`config.mk`:
```
export PLATFORM = sky130hd
export DESIGN_NAME = xgxs_lane_sync
export DESIGN_NICKNAME = d
export VERILOG_FILES = /design/src/rtl/xgxs_lane_sync.sv
export SDC_FILE = /design/constraint.sdc
export NUM_CORES = 1
export LEC_CHECK = 0
export ABC_AREA = 1
export CORE_ASPECT_RATIO = 0.7
export CORE_UTILIZATION = 50
export CTS_CLUSTER_SIZE = 28
export DETAILED_ROUTE_END_ITERATION = 6
export PLACE_DENSITY = 0.82
export REMOVE_ABC_BUFFERS = 1
export SLEW_MARGIN = 10
export SYNTH_ARGS = -nofsm -noshare
export SYNTH_HDL_FRONTEND = slang
export SYNTH_SLANG_ARGS = --single-unit
```
`constraint.sdc`:
```
create_clock -name clk -period 2.12 [get_ports clk]
set_clock_uncertainty 0.2 [all_clocks]
set_input_delay 0.212 -clock clk [delete_from_list [all_inputs] [get_ports clk]]
set_output_delay 0.212 -clock clk [all_outputs]
set_load 0.02 [all_outputs]
```
`src/rtl/xgxs_lane_sync.sv`:
```
// rtl/xgxs_lane_sync.sv - XGXS receive lane code-group synchroniser
//
// Purpose:
//   Comma-based code-group synchronisation for one XGXS lane. It counts
//   commas to acquire sync and tracks an error level while synchronised.
//   It drops sync when an invalid group arrives after the last tolerated
//   error level. It also delays the code-group stream by one cycle so that
//   sync_status lines up with it.
//
// Ports:
//   clk          in   clock
//   rst          in   synchronous active-high reset
//   cg_valid     in   cg_in / code_viol carry a new code group
//   cg_in[9:0]   in   code group, bit 9 = 'a'
//   code_viol    in   decoder flagged cg_in invalid
//   cg_out[9:0]  out  cg_in delayed one cycle (held while cg_valid=0)
//   cg_out_valid out  cg_valid delayed one cycle
//   comma_det    out  last accepted group was a valid comma
//   sync_status  out  lane synchronised
//   err_level    out  current error level, 0 = clean
//   loss_cnt     out  SYNCED->LOSS transitions, saturating (STATS only)
//   viol_cnt     out  invalid groups seen, saturating (STATS only)
//
// Configuration:
//   XGXS_LANE_SYNC_STATS_EN adds the loss_cnt and viol_cnt counters.

module xgxs_lane_sync #(
  parameter int COMMAS_TO_SYNC  = 3,
  parameter int GOOD_TO_RECOVER = 4,
  parameter int ERR_LEVELS      = 3
) (
  input  logic       clk,
  input  logic       rst,
  input  logic       cg_valid,
  input  logic [9:0] cg_in,
  input  logic       code_viol,
  output logic [9:0] cg_out,
  output logic       cg_out_valid,
  output logic       comma_det,
  output logic       sync_status,
`ifdef XGXS_LANE_SYNC_STATS_EN
  output logic [15:0] loss_cnt,
  output logic [15:0] viol_cnt,
`endif
  output logic [2:0] err_level
);

  localparam logic [2:0] C2S  = 3'(COMMAS_TO_SYNC);
  localparam logic [2:0] G2R  = 3'(GOOD_TO_RECOVER);
  localparam logic [2:0] ELVL = 3'(ERR_LEVELS);

  typedef enum logic [1:0] {LOSS, DETECT, SYNCED} state_t;

  state_t     state;
  logic [2:0] comma_cnt;
  logic [2:0] good_cnt;
  logic       is_comma;
  logic       comma_ok;

  // A comma that is also flagged invalid is treated purely as invalid.
  assign is_comma = (cg_in[9:3] == 7'b0011111) || (cg_in[9:3] == 7'b1100000);
  assign comma_ok = is_comma && !code_viol;

  always_ff @(posedge clk) begin
    if (rst) begin
      state        <= LOSS;
      comma_cnt    <= 3'd0;
      good_cnt     <= 3'd0;
      err_level    <= 3'd0;
      cg_out       <= 10'd0;
      cg_out_valid <= 1'b0;
      comma_det    <= 1'b0;
      sync_status  <= 1'b0;
`ifdef XGXS_LANE_SYNC_STATS_EN
      loss_cnt     <= 16'd0;
      viol_cnt     <= 16'd0;
`endif
    end else begin
      cg_out_valid <= cg_valid;
      if (cg_valid) begin
        cg_out    <= cg_in;
        comma_det <= comma_ok;
`ifdef XGXS_LANE_SYNC_STATS_EN
        if (code_viol && viol_cnt != 16'hFFFF) viol_cnt <= viol_cnt + 16'd1;
`endif
        case (state)
          LOSS: begin
            if (comma_ok) begin
              // With a threshold of one, the first comma is enough to lock.
              if (C2S == 3'd1) begin
                state       <= SYNCED;
                sync_status <= 1'b1;
                err_level   <= 3'd0;
                good_cnt    <= 3'd0;
                comma_cnt   <= 3'd0;
              end else begin
                state     <= DETECT;
                comma_cnt <= 3'd1;
              end
            end
          end
          DETECT: begin
            if (code_viol) begin
              state     <= LOSS;
              comma_cnt <= 3'd0;
            end else if (comma_ok) begin
              if (comma_cnt + 3'd1 == C2S) begin
                state       <= SYNCED;
                sync_status <= 1'b1;
                err_level   <= 3'd0;
                good_cnt    <= 3'd0;
                comma_cnt   <= 3'd0;
              end else begin
                comma_cnt <= comma_cnt + 3'd1;
              end
            end
          end
          SYNCED: begin
            if (err_level == 3'd0) begin
              if (code_viol) begin
                err_level <= 3'd1;
                good_cnt  <= 3'd0;
              end
            end else if (!code_viol) begin
              if (good_cnt + 3'd1 == G2R) begin
                err_level <= err_level - 3'd1;
                good_cnt  <= 3'd0;
              end else begin
                good_cnt <= good_cnt + 3'd1;
              end
            end else if (err_level == ELVL) begin
              state       <= LOSS;
              sync_status <= 1'b0;
              err_level   <= 3'd0;
              good_cnt    <= 3'd0;
              comma_cnt   <= 3'd0;
`ifdef XGXS_LANE_SYNC_STATS_EN
              if (loss_cnt != 16'hFFFF) loss_cnt <= loss_cnt + 16'd1;
`endif
            end else begin
              err_level <= err_level + 3'd1;
              good_cnt  <= 3'd0;
            end
          end
          default: begin
            state       <= LOSS;
            sync_status <= 1'b0;
          end
        endcase
      end
    end
  end

endmodule

```
==> out/metrics.cfg <==
[status]
status = complete, no violations

[timing]
max_slew_margin = 0.8190
setup_violations = 0
hold_viol = 0
period_minus_slack_ps = 1894
fin_setup_tns_ps = 0
timing.final.crit_share = 0.8935
max_clock_freq_mhz = 527.9
tightestPinTransition_ps = 270.0
drv_slew = 0
rsz0062_at_grt = no
fin_ws_ps = 225.8

[setup_path]
cp-start-kind = register
slowest_stage = dfxtp_1
timing.rr.start = state[0]
cp_num_cells = 11
crit_chain = inv_1 > ha_1 > inv_2 > a21oi_1 > inv_1 > nand2_1 > inv_1 > nand3_2 > nand2_1 > nand2_1 > nor2_1
reg2reg_to = comma_cnt[0]
rrSetupSlack_ps = 230
startpoint = state[0]
crit_fanout = 7
r2r_cells = 11
critPathKind = reg2reg
crit_end = comma_cnt[0]
worstPathArrival_ps = 1860
cp.required_ps = 2090
cp-end-kind = register
crit_path_max_incr_delay_ps = 340
path_buf_inv = 4
path_delay_family = buffers and inverters

[run]
drv_cap = 0

[placement]
place_congestion = 0.8952
dp_hpwl_mm = 2.144
io_buffer_count = 29
preCtsSetupSlack_ps = 186.7

[global_routing]
gr-total-overflow = 0
grt_use_total = 0.2137
antenna_found_initial = 0
grt_pass1_vias = 1103
grt_max_degree = 20
grt_pass1_wl_mm = 4.885

[final_layout]
multi_input_area_sq_um = 777.0
finish.utilization = 0.7032
fillCellCount = 209
diodes = 0
area_delta_synth_final_pct = 29.93
layout.nets = 260
register_area_sq_um = 480.5
drive_gt1_frac = 0.07692

[cts]
worstSkewPairLatency_ps = 260
cts_root_buf = clkbuf_8
cts_setup_buffers = 0
cts-buffers-inserted = 3
hold_buffers = 0
cts_max_level = 1
cts.clk_slew.worst_paths_ps = 80
cts_tree = built
clock_path_buffers = 2
cts_resized = 0
clock_sink_count = 24

[routing]
drt_iter0_markers = 59
viasPerCell = 4.840
ant_nets = 0
drcViolationCount = 0
firstDrtPassIters = 4
wirelength_mm = 2.803
vias = 1297
post_drt_wl_per_cell_um = 10.46

[synth]
synthTopCellsByCount = nand2_1, nor2_1, dfxtp_1, inv_1, o21ai_0
yosysMostFrequentCell = nand2_1
netlist-cell-type-count = 26
synth_flop_cell = dfxtp_1
ys_top_cells_by_area = dfxtp_1, nand2_1, nor2_1, ha_1, inv_1
syn_area_sq_um = 1371
netlist_instances = 201
ys_seq_area_frac = 0.3504
synth_top_cell_by_area = dfxtp_1
synth-edff-count = 0
yosysTopAreaCellShare = 0.3504
syn_avg_cell_area_sq_um = 6.822
yosysWarnings = 0
synthArstFlopShare = 0
ys_ff_latch = 24

[pwr]
p_leak_nw = 0.8137
internal_power_mw = 0.8614
combPwrFrac = 0.259
clockPowerShare = 0.326
p_per_area_nw_per_um2 = 674.5
ir_drop_v = 0.0007880
seqPwrFrac = 0.414
p_total_mw = 1.202
switching_share = 0.2832
p_switching_mw = 0.3403

[floorplan]
initial_core_util = 0.5412
chipHeight_um = 45.82
ios = 30
row_count = 15
core_sq_um = 2534
die_area_sq_um = 2959
dieWidth_um = 64.60

[hold_path]
hp-class = reg2reg

## worst min path at each step
stage                      from  cells after the start           end  slack (ps)
floorplan                   rst                      1  err_level[2]          80
global placement    good_cnt[2]                      2   good_cnt[2]         270
detailed placement  good_cnt[2]                      2   good_cnt[2]         280
CTS                 good_cnt[2]                      2   good_cnt[2]         290
global route        good_cnt[1]                      2   good_cnt[1]         310
finish              good_cnt[2]                      2   good_cnt[2]         290
## worst register-to-register path: cells and delay by family, from the launching register on
kind                       cells  cell delay, ps
adders and majority gates      1             320
buffers and inverters          4             350
AOI/OAI and AO/OA              1             240
and+or+nand+nor                5             350
DFF                            1             340
## registers in the layout, indices dropped and copies added (netlist names)
name / flops
cg_out: 10
cg_out_valid: 1
good_cnt: 3
sync_status: 1
err_level: 3
state: 2
comma_det: 1
comma_cnt: 3
## power by group through the flow
stage	clock (mW)	sequential (mW)	combinational, mW
after CTS	0.396	0.498	0.311
after floorplan	0	0.530	0.175
final	0.392	0.498	0.312
after global routing	0.416	0.502	0.350
after detailed placement	0	0.508	0.305
after global placement	0	0.508	0.306
## cells by family (layout without fill, tap and decap cells)
| kind of cell | count (synthesis) | in the layout | share of synthesized area |
|---|---|---|---|
| flops | 24 | 24 | 0.3504 |
| buf+inv | 29 | 62 | 0.08302 |
| fa+ha+maj | 11 | 11 | 0.1004 |
| xor+xnor | 2 | 2 | 0.01278 |
| compound gates | 28 | 28 | 0.1086 |
| simple gates | 107 | 107 | 0.3449 |
## area by class of cell
class | instances | share of cell area
clock buffer | 3 | 0.02317
clock inverter | 1 | 0.01685
inverter | 26 | 0.05478
multi-input combinational | 148 | 0.4361
sequential | 24 | 0.2697
tap | 34 | 0.02388
timing repair buffer | 32 | 0.1756
## layout by cell type, fill, tap and decap left out, types with 2 or more instances in the layout
| master | n |
|---|---|
| buf_4 | 3 |
| nand3_1 | 10 |
| nand3_2 | 2 |
| nand2_1 | 44 |
| nor3_1 | 2 |
| dfxtp_1 | 24 |
| clkdlybuf4s50_1 | 29 |
| inv_2 | 3 |
| nor2_1 | 40 |
| nand4_1 | 4 |
| clkbuf_8 | 3 |
| o21ai_0 | 14 |
| ha_1 | 11 |
| inv_1 | 22 |
| a21oi_1 | 11 |
## per-stage QoR
stage / std cells / instance area (sq um) / hold WS [ps]
finish: 268 / 1782 / 289.7
global route: 268 / 1782 / 314.0
CTS: 268 / 1782 / 294.2
detailed placement: 264 / 1710 / 282.2
global placement: 264 / 1710 / 269.4
floorplan: 198 / 1355 / 81.07
## layer usage
layer / track usage / wire length [um] / vias to the layer above / share of wire
met4: 0.02667 / 19 / 0 / 0.0068
li1: - / - / 703 / -
met3: 0.04500 / 125 / 2 / 0.045
met2: 0.3242 / 1085 / 35 / 0.39
met5: 0 / 0 / - / 0
met1: 0.3169 / 1572 / 557 / 0.56
Note: power is estimated with default switching activity, not from simulation.
